--- config.mk ---
export PLATFORM = sky130hd
export DESIGN_NAME = pipe_ctrl_flat
export DESIGN_NICKNAME = d
export VERILOG_FILES = /design/src/rtl/pipe_ctrl_if.sv /design/src/rtl/pipe_ctrl.sv /design/src/flat_wrapper.sv
export SDC_FILE = /design/constraint.sdc
export NUM_CORES = 1
export LEC_CHECK = 0
export CORE_MARGIN = 2
export CORE_UTILIZATION = 30
export DETAILED_ROUTE_END_ITERATION = 6
export GPL_ROUTABILITY_DRIVEN = 0
export HOLD_SLACK_MARGIN = 0.03
export PLACE_DENSITY = 0.66
export SYNTH_ARGS = -nofsm -noshare
export SYNTH_HDL_FRONTEND = slang
export SYNTH_SLANG_ARGS = --single-unit
--- constraint.sdc ---
create_clock -name clk -period 6.92 [get_ports clk]
set_input_delay 1.384 -clock clk [delete_from_list [all_inputs] [get_ports clk]]
set_output_delay 1.384 -clock clk [all_outputs]
set_load 0.02 [all_outputs]
--- src/rtl/pipe_ctrl_if.sv ---
// Pipeline control bus: stall requests and branch resolution going into the
// controller, per-stage hold, flush, redirect and statistics coming out.
interface pipe_ctrl_if;
  logic        stallreq_if;
  logic        stallreq_id;
  logic        stallreq_exe;
  logic        stallreq_mem;
  logic        branch_en;
  logic [31:0] branch_target;
  logic [5:0]  stall;
  logic        flush;
  logic        pc_redirect_en;
  logic [31:0] pc_redirect_addr;
  logic [31:0] stall_cycles;
  logic [31:0] flush_count;

  // Pipeline side: raises requests, consumes the control outputs.
  modport master (
    output stallreq_if, stallreq_id, stallreq_exe, stallreq_mem,
    output branch_en, branch_target,
    input  stall, flush, pc_redirect_en, pc_redirect_addr,
    input  stall_cycles, flush_count
  );

  // Controller side.
  modport slave (
    input  stallreq_if, stallreq_id, stallreq_exe, stallreq_mem,
    input  branch_en, branch_target,
    output stall, flush, pc_redirect_en, pc_redirect_addr,
    output stall_cycles, flush_count
  );
endinterface

--- src/rtl/pipe_ctrl.sv ---
// Pipeline stall/flush controller for a 6-stage in-order pipeline.
// Stall vector bit order: 0 PC, 1 IF, 2 ID, 3 EXE, 4 MEM, 5 WB (1 = hold).
// A taken branch resolved in EXE is latched and held as a pending redirect;
// while pending, PC/IF/ID are frozen so that no wrong-path instruction gets
// into EXE. The redirect fires (PC load + flush) on the first cycle in which
// fetch, execute and memory are all free. Stall and flush statistics are
// kept in saturating counters.
module pipe_ctrl (
  input  logic       clk,
  input  logic       rst,
  pipe_ctrl_if.slave bus
);

  localparam logic [5:0]  STALL_NONE = 6'b000000;
  localparam logic [5:0]  STALL_IF   = 6'b000011;
  localparam logic [5:0]  STALL_ID   = 6'b000111;
  localparam logic [5:0]  STALL_EXE  = 6'b001111;
  localparam logic [5:0]  STALL_MEM  = 6'b011111;
  localparam logic [5:0]  HOLD_FRONT = 6'b000111;
  localparam logic [31:0] CNT_MAX    = 32'hFFFF_FFFF;

  typedef enum logic {
    IDLE    = 1'b0,
    PENDING = 1'b1
  } state_t;

  state_t      state;
  logic [31:0] redirect_addr_q;
  logic [31:0] stall_cycles_q;
  logic [31:0] flush_count_q;

  logic [5:0]  base_stall;
  logic [5:0]  stall_out;
  logic        back_busy;
  logic        accept_branch;
  logic        redirect_now;

  // Base stall pattern: the furthest-downstream requester wins, and every
  // stage upstream of it is held too.
  always_comb begin
    base_stall = STALL_NONE;
    if (bus.stallreq_mem) begin
      base_stall = STALL_MEM;
    end else if (bus.stallreq_exe) begin
      base_stall = STALL_EXE;
    end else if (bus.stallreq_id) begin
      base_stall = STALL_ID;
    end else if (bus.stallreq_if) begin
      base_stall = STALL_IF;
    end
  end

  // Branch acceptance and redirect qualification. A branch seen while EXE or
  // MEM is busy is ignored because EXE keeps holding it and re-presents it;
  // stallreq_id is irrelevant to the redirect since it comes from a
  // wrong-path instruction.
  always_comb begin
    back_busy     = bus.stallreq_exe | bus.stallreq_mem;
    accept_branch = 1'b0;
    redirect_now  = 1'b0;
    if (!rst) begin
      if (state == IDLE) begin
        accept_branch = bus.branch_en & ~back_busy;
      end else begin
        redirect_now = ~bus.stallreq_if & ~back_busy;
      end
    end
  end

  // Driven stall vector: pending redirects freeze PC/IF/ID so ID/EXE gets a
  // bubble; everything is released while reset is asserted.
  always_comb begin
    stall_out = STALL_NONE;
    if (!rst) begin
      if (state == PENDING) begin
        stall_out = base_stall | HOLD_FRONT;
      end else begin
        stall_out = base_stall;
      end
    end
  end

  // Redirect FSM: latches the branch target on acceptance and returns to
  // IDLE once the redirect has been issued; reset drops any pending one.
  always_ff @(posedge clk) begin
    if (rst) begin
      state           <= IDLE;
      redirect_addr_q <= 32'h0;
    end else begin
      case (state)
        IDLE: begin
          if (accept_branch) begin
            redirect_addr_q <= bus.branch_target;
            state           <= PENDING;
          end
        end
        PENDING: begin
          if (redirect_now) begin
            state <= IDLE;
          end
        end
        default: begin
          state <= IDLE;
        end
      endcase
    end
  end

  // Saturating count of cycles in which the PC was held.
  always_ff @(posedge clk) begin
    if (rst) begin
      stall_cycles_q <= 32'h0;
    end else if (stall_out[0] && (stall_cycles_q != CNT_MAX)) begin
      stall_cycles_q <= stall_cycles_q + 32'd1;
    end
  end

  // Saturating count of issued redirects.
  always_ff @(posedge clk) begin
    if (rst) begin
      flush_count_q <= 32'h0;
    end else if (redirect_now && (flush_count_q != CNT_MAX)) begin
      flush_count_q <= flush_count_q + 32'd1;
    end
  end

  // Output drive: flush and PC load are same-cycle pulses of the redirect.
  always_comb begin
    bus.stall            = stall_out;
    bus.flush            = redirect_now;
    bus.pc_redirect_en   = redirect_now;
    bus.pc_redirect_addr = redirect_addr_q;
    bus.stall_cycles     = stall_cycles_q;
    bus.flush_count      = flush_count_q;
  end

endmodule

--- src/flat_wrapper.sv ---
// flat-port wrapper written by rule: the top's interface ports become plain ports
module pipe_ctrl_flat 
  (clk, rst, bus_stallreq_if, bus_stallreq_id, bus_stallreq_exe, bus_stallreq_mem, bus_branch_en, bus_branch_target, bus_stall, bus_flush, bus_pc_redirect_en, bus_pc_redirect_addr, bus_stall_cycles, bus_flush_count);
  pipe_ctrl_if bus_i ();
  input  logic clk;
  input  logic rst;
  input wire logic [$bits(bus_i.stallreq_if)-1:0] bus_stallreq_if;
  input wire logic [$bits(bus_i.stallreq_id)-1:0] bus_stallreq_id;
  input wire logic [$bits(bus_i.stallreq_exe)-1:0] bus_stallreq_exe;
  input wire logic [$bits(bus_i.stallreq_mem)-1:0] bus_stallreq_mem;
  input wire logic [$bits(bus_i.branch_en)-1:0] bus_branch_en;
  input wire logic [$bits(bus_i.branch_target)-1:0] bus_branch_target;
  output wire logic [$bits(bus_i.stall)-1:0] bus_stall;
  output wire logic [$bits(bus_i.flush)-1:0] bus_flush;
  output wire logic [$bits(bus_i.pc_redirect_en)-1:0] bus_pc_redirect_en;
  output wire logic [$bits(bus_i.pc_redirect_addr)-1:0] bus_pc_redirect_addr;
  output wire logic [$bits(bus_i.stall_cycles)-1:0] bus_stall_cycles;
  output wire logic [$bits(bus_i.flush_count)-1:0] bus_flush_count;
  assign bus_i.stallreq_if = bus_stallreq_if;
  assign bus_i.stallreq_id = bus_stallreq_id;
  assign bus_i.stallreq_exe = bus_stallreq_exe;
  assign bus_i.stallreq_mem = bus_stallreq_mem;
  assign bus_i.branch_en = bus_branch_en;
  assign bus_i.branch_target = bus_branch_target;
  assign bus_stall = bus_i.stall;
  assign bus_flush = bus_i.flush;
  assign bus_pc_redirect_en = bus_i.pc_redirect_en;
  assign bus_pc_redirect_addr = bus_i.pc_redirect_addr;
  assign bus_stall_cycles = bus_i.stall_cycles;
  assign bus_flush_count = bus_i.flush_count;
  pipe_ctrl u_core (.clk(clk), .rst(rst), .bus(bus_i));
endmodule
==> impl_metrics.yaml, run 1 <==
route:
  drt-vias-per-instance: 5.25
  highest_layer: "met4"
  m1WireLength_um: 5830
  wirelength_um: 12600
  first_iter_violations: 379
  firstDrtPassIters: 4
  wl_per_cell_um: 14.6
  num_vias: 4522
  wl_met3_um: 1050
  wl_met2_um: 5510
  ant_nets: 0
  remaining_drc_errors: 0
placement:
  portBuffers: 141
  dp_hpwl_um: 8950
synthesis:
  synth_cell_types: 54
  avgSynthCellArea_um2: 8.13
  ys_top_cells_by_area: "dfxtp_1, nand2_1, o21ai_0"
  ys_ff_latch: 97
  synth_edf_count: 0
  synth_nets: 590
  yosysTopAreaCellShare: 0.435
  syn_area_um2: 4460
  ys.flop_type: "dfxtp_1"
  ys_seq_area_frac: 0.435
  synth_area_leader_cell: "dfxtp_1"
  synthArstFlopShare: 0
  yosys_warnings: 0
  syn_inst: 549
timing:
  skew_ps: 5.44
  layout_min_cycle_time_ps: 4890
  rsz0062_at_grt: "false"
  tightest_slew_ps: 1160
  setup_tns_ps: 0
  relSlewSlack: 0.225
  fmax_mhz: 204
  report.final.slew_viol_count: 0
  hold_violations: 0
  finalSetupViolCount: 0
  finalCritPeriodShare: 0.707
clocking:
  cts_setup_buffers: 0
  cts_buffers: 9
  insertion_delay_ps: 340
  clock_path_buffers: 2
  cts.sinks: 97
  clockRootBuffer: "clkbuf_16"
  cts-hold-fix-buffers: 0
  cts_max_level: 3
  ctsResizeCount: 0
  clk_pin_slew_ps: 60
  tritoncts: "yes"
setup_path:
  critPathKind: "in2out"
  path_cells: "clkdlybuf4s50_1 > or3_1 > or2_1 > inv_2 > clkdlybuf4s50_1"
  arrival_ps: 3510
  worst_r2r_endpoint: "u_core.bus.stall_cycles[29]"
  crit_path_frequent_cell: "clkdlybuf4s50_1"
  max_stage_delay_ps: 610
  end_kind: "output pin"
  crit_required_ps: 5540
  path_buf_inv: 3
  rr_startpoint: "u_core.bus.stall_cycles[0]"
  path_max_fanout: 9
  cp_top_family: "buffers and inverters"
  r2r_cells: 7
  cp_slowest_cell: "clkdlybuf4s50_1"
  r2r_slack_ps: 4030
  start_kind: "input pin"
  setup.worst_path.start: "bus_stallreq_mem"
pwr:
  p_clk_frac: 0.441
  seq_power_share: 0.487
  vdd.ir_drop.worst_mv: 0.0980
  combPwrFrac: 0.072
  p_switching_mw: 0.267
  p_int_mw: 0.908
  p_sw_frac: 0.227
  cellPowerDensity_nw_per_um2: 187
  cellLeakagePower_nw: 1.91
layout:
  layout_common_cells: "clkdlybuf4s50_1, dfxtp_1, nand2_1"
  final_common_cell: "clkdlybuf4s50_1"
  final_util: 0.432
  drive_gt1_frac: 0.0606
  areaGrowthSynthToFinish_pct: 40.8
  fin_nets: 713
  n_antenna_cell: 0
floorplanning:
  row_count: 44
  io_pins: 143
  die_y_um: 126
  core_area_um2: 14500
  dieWidth_um: 126
  initial_utilization: 0.307
  die-area_um2: 15900
global_routing:
  overflow: 0
  grt_start_max_net_pins: 65
  grt.total_usage: 0.155
  grt_pass1_vias: 4237
  antenna_found_initial: 0
  grt_first_pass_wirelength_um: 20500
min_path:
  hp-start: "u_core.bus.pc_redirect_addr[24]"
  hold_end: "u_core.bus.pc_redirect_addr[24]"
  hold_class: "reg2reg"
  min_path_cells: 2
run_status:
  status: "finished clean"
flow_run:
  cap_violations: 0
==> flip-flops by register name (all words and copies together) (netlist names) <==
signal                       cells
u_core.bus.pc_redirect_addr     32
u_core.bus.stall_cycles         32
u_core.bus.flush_count          32
u_core.state                     1
==> worst max-delay path by stage <==
stage | endpoint | depth (start not counted)
2_1_floorplan | bus_pc_redirect_en | 5
3_3_place_gp | bus_flush | 5
3_5_place_dp | bus_flush | 5
4_1_cts | bus_flush | 5
5_1_grt | bus_flush | 5
6_report | bus_flush | 5
==> synthesized netlist by cell type, types with 2 or more instances <==
master and count:
nand3_1 22, mux2_2 4, inv_1 13, nor4_1 6
o31a_1 2, o21ai_0 56, a21oi_1 53, dfxtp_1 97
and2_1 4, nor3_1 5, o211ai_1 2, nor4_2 2
buf_4 3, and3_1 5, nor2_1 19, clkbuf_1 23
nor2b_1 5, o31ai_1 23, or3_1 27, nand2_1 93
o41ai_1 6, buf_2 3, o311ai_0 4, or4_2 2
xor2_1 2, or2_2 3, nand4_1 14, or4_1 24
ha_1 2
==> worst register-to-register path: stages, from the launching register on <==
cell	delay, ps
dfxtp_1	430
ha_1	200
nand3_1	310
or3_2	620
o31ai_4	680
buf_4	330
or4_1	140
a21oi_1	60
==> cells by family (layout without fill, tap and decap cells) <==
| logic type | count (synthesis) | count (layout) | synth area share |
|---|---|---|---|
| flops | 97 | 97 | 0.435 |
| simple gates | 244 | 244 | 0.292 |
| other cells | 1 | 1 | 0.000840 |
| compound gates | 152 | 152 | 0.202 |
| xor+xnor | 3 | 3 | 0.00589 |
| buf+inv | 46 | 174 | 0.0477 |
| mux | 4 | 4 | 0.0101 |
| fa+ha+maj | 2 | 2 | 0.00561 |
==> final cells by class <==
type	instances	area, um^2
Tap cell	184	230
Clock inverter	4	51.3
Fill cell	1423	8250
Multi-Input combinational cell	406	2320
Timing Repair Buffer	144	1430
Clock buffer	12	256
Sequential cell	97	1940
Inverter	14	52.6
==> stage by stage <==
| step | instance area (um^2) | power, mW | hold WS, ps | instances | setup slack (ps) |
|---|---|---|---|---|---|
| after floorplan | 4460 | 0.624 | 458 | 549 | 3010 |
| after global placement | 5970 | 0.669 | 443 | 845 | 2080 |
| after detailed placement | 5970 | 0.671 | 453 | 845 | 2040 |
| after CTS | 6280 | 1.19 | 462 | 861 | 2030 |
| after global routing | 6280 | 1.22 | 484 | 861 | 1950 |
| final | 6280 | 1.17 | 458 | 861 | 2030 |
==> power by group through the flow <==
stage / clock [mW] / combinational (mW) / sequential (mW)
after floorplan: 0 / 0.0305 / 0.593
after global placement: 0 / 0.0840 / 0.584
after detailed placement: 0 / 0.0857 / 0.585
after CTS: 0.536 / 0.0860 / 0.572
after global routing: 0.555 / 0.0917 / 0.573
final: 0.518 / 0.0847 / 0.572
==> metal layers <==
metal / vias up / track usage
li1: 2261 / -
met4: 0 / 0.0562
met5: - / 0
met3: 13 / 0.0548
met1: 2106 / 0.203
met2: 142 / 0.238
Note: power is estimated with default switching activity, not from simulation.
==> run 2: changes to the inputs <==
--- a/config.mk
+++ b/config.mk
@@ -10,7 +10,7 @@
 export DETAILED_ROUTE_END_ITERATION = 6
 export GPL_ROUTABILITY_DRIVEN = 0
 export HOLD_SLACK_MARGIN = 0.03
-export PLACE_DENSITY = 0.66
+export PLACE_DENSITY = 0.68
 export SYNTH_ARGS = -nofsm -noshare
 export SYNTH_HDL_FRONTEND = slang
 export SYNTH_SLANG_ARGS = --single-unit
==> constraint.sdc (replaced) <==
create_clock -name clk -period 4.35 [get_ports clk]
set_input_delay 0.87 -clock clk [delete_from_list [all_inputs] [get_ports clk]]
set_output_delay 0.87 -clock clk [all_outputs]
set_load 0.02 [all_outputs]
==> impl_metrics.yaml, run 2 (same netlist as run 1, synthesis figures left out) <==
run_status:
  status: "finished clean"
layout:
  instances_no_fill: 864
  seq_area_um2: 1940
  fin_nets: 715
  drive_gt1_frac: 0.0648
  multi_input_area_um2: 2320
  n_fill_cell: 1450
  final_common_cell: "clkdlybuf4s50_1"
  layout_common_cells: "clkdlybuf4s50_1, dfxtp_1, nand2_1"
  areaGrowthSynthToFinish_pct: 42.2
setup_path:
  rr_startpoint: "u_core.bus.stall_cycles[0]"
  cp_slowest_cell: "clkdlybuf4s50_1"
  start_kind: "input pin"
  end_kind: "output pin"
  max_stage_delay_ps: 600
  path_cells: "clkdlybuf4s50_1 > or3_1 > or2_1 > inv_2 > clkdlybuf4s50_1"
  critPathKind: "in2out"
  crit_required_ps: 3480
  setup.worst_path.start: "bus_stallreq_mem"
  cp_top_family: "buffers and inverters"
  crit_path_frequent_cell: "clkdlybuf4s50_1"
  path_buf_inv: 3
  arrival_ps: 2970
  r2r_slack_ps: 1180
  path_max_fanout: 9
pwr:
  vdd.ir_drop.worst_mv: 0.150
  cellLeakagePower_nw: 1.93
  p_total_mw: 1.99
  cellPowerDensity_nw_per_um2: 314
route:
  num_vias: 4624
  wirelength_um: 13100
  m1WireLength_um: 5820
  ant_nets: 0
  drt-vias-per-instance: 5.35
  first_iter_violations: 320
  highest_layer: "met5"
  wl_per_cell_um: 15.1
  firstDrtPassIters: 4
  wl_met3_um: 1180
  wl_met2_um: 5770
  remaining_drc_errors: 0
clocking:
  cts_setup_buffers: 0
  cts_buffers: 9
  tritoncts: "yes"
  clockRootBuffer: "clkbuf_16"
  cts.sinks: 97
  cts_max_level: 3
  insertion_delay_ps: 350
  cts-hold-fix-buffers: 0
  ctsResizeCount: 0
  clock_path_buffers: 2
  clk_pin_slew_ps: 70
timing:
  relSlewSlack: 0.173
  hold_violations: 0
  report.final.slew_viol_count: 0
  finalCritPeriodShare: 0.883
  rsz0062_at_grt: "false"
  tightest_slew_ps: 1240
  hold_slack_ps: 455
  fmax_mhz: 260
  finalSetupViolCount: 0
  setup_tns_ps: 0
  skew_ps: 8.45
  layout_min_cycle_time_ps: 3840
flow_run:
  cap_violations: 0
floorplanning:
  row_count: 44
  die-area_um2: 15900
  initial_utilization: 0.307
  die_y_um: 126
  core_area_um2: 14500
  io_pins: 143
  dieWidth_um: 126
global_routing:
  grt_first_pass_wirelength_um: 21200
  grt_pass1_vias: 4349
  overflow: 0
  grt_start_max_net_pins: 65
  grt.total_usage: 0.163
  antenna_found_initial: 2
min_path:
  hold_class: "reg2reg"
  hp-start: "u_core.bus.pc_redirect_addr[20]"
placement:
  place_inst: 847
  portBuffers: 141
  dp_hpwl_um: 9160
run 2: final timing paths:
path,to,cells after the start
worst min-delay path,u_core.bus.pc_redirect_addr[20],2
worst max-delay path,bus_pc_redirect_en,5
worst min register to register,u_core.bus.pc_redirect_addr[20],2
worst max register to register,u_core.bus.stall_cycles[11],6
run 2: area by class of cell:
cell class / instances / area share
Antenna cell: 1 / 0.000394
Clock buffer: 10 / 0.0377
Clock inverter: 6 / 0.0179
Inverter: 14 / 0.00828
Multi-Input combinational cell: 406 / 0.366
Sequential cell: 97 / 0.306
Tap cell: 184 / 0.0363
Timing Repair Buffer: 146 / 0.228
run 2: per-stage QoR:
step	worst slack, ps	util	instance area [um^2]
detailed placement	486	0.412	5990
floorplan	1460	-	4460
finish	507	0.436	6340
CTS	473	0.436	6340
global route	404	0.436	6340
global placement	513	0.412	5990
run 2: worst register-to-register path, cell delays in order (launching register included):
cell and delay (ps):
dfxtp_1 450, ha_1 210, nand3_1 270, or3_2 610, o31ai_4 1060, nor4_1 140
mux2_2 310
run 2: power by group:
group          internal [mW]  switching [mW]
Clock                  0.580           0.364
Combinational         0.0669          0.0706
Sequential             0.900         0.00919
Total                   1.55           0.443
run 2: metal layers:
layer	GRT usage	vias up
met5	0	-
met4	0.0685	4
met3	0.0667	18
met2	0.251	146
met1	0.201	2183
li1	-	2273
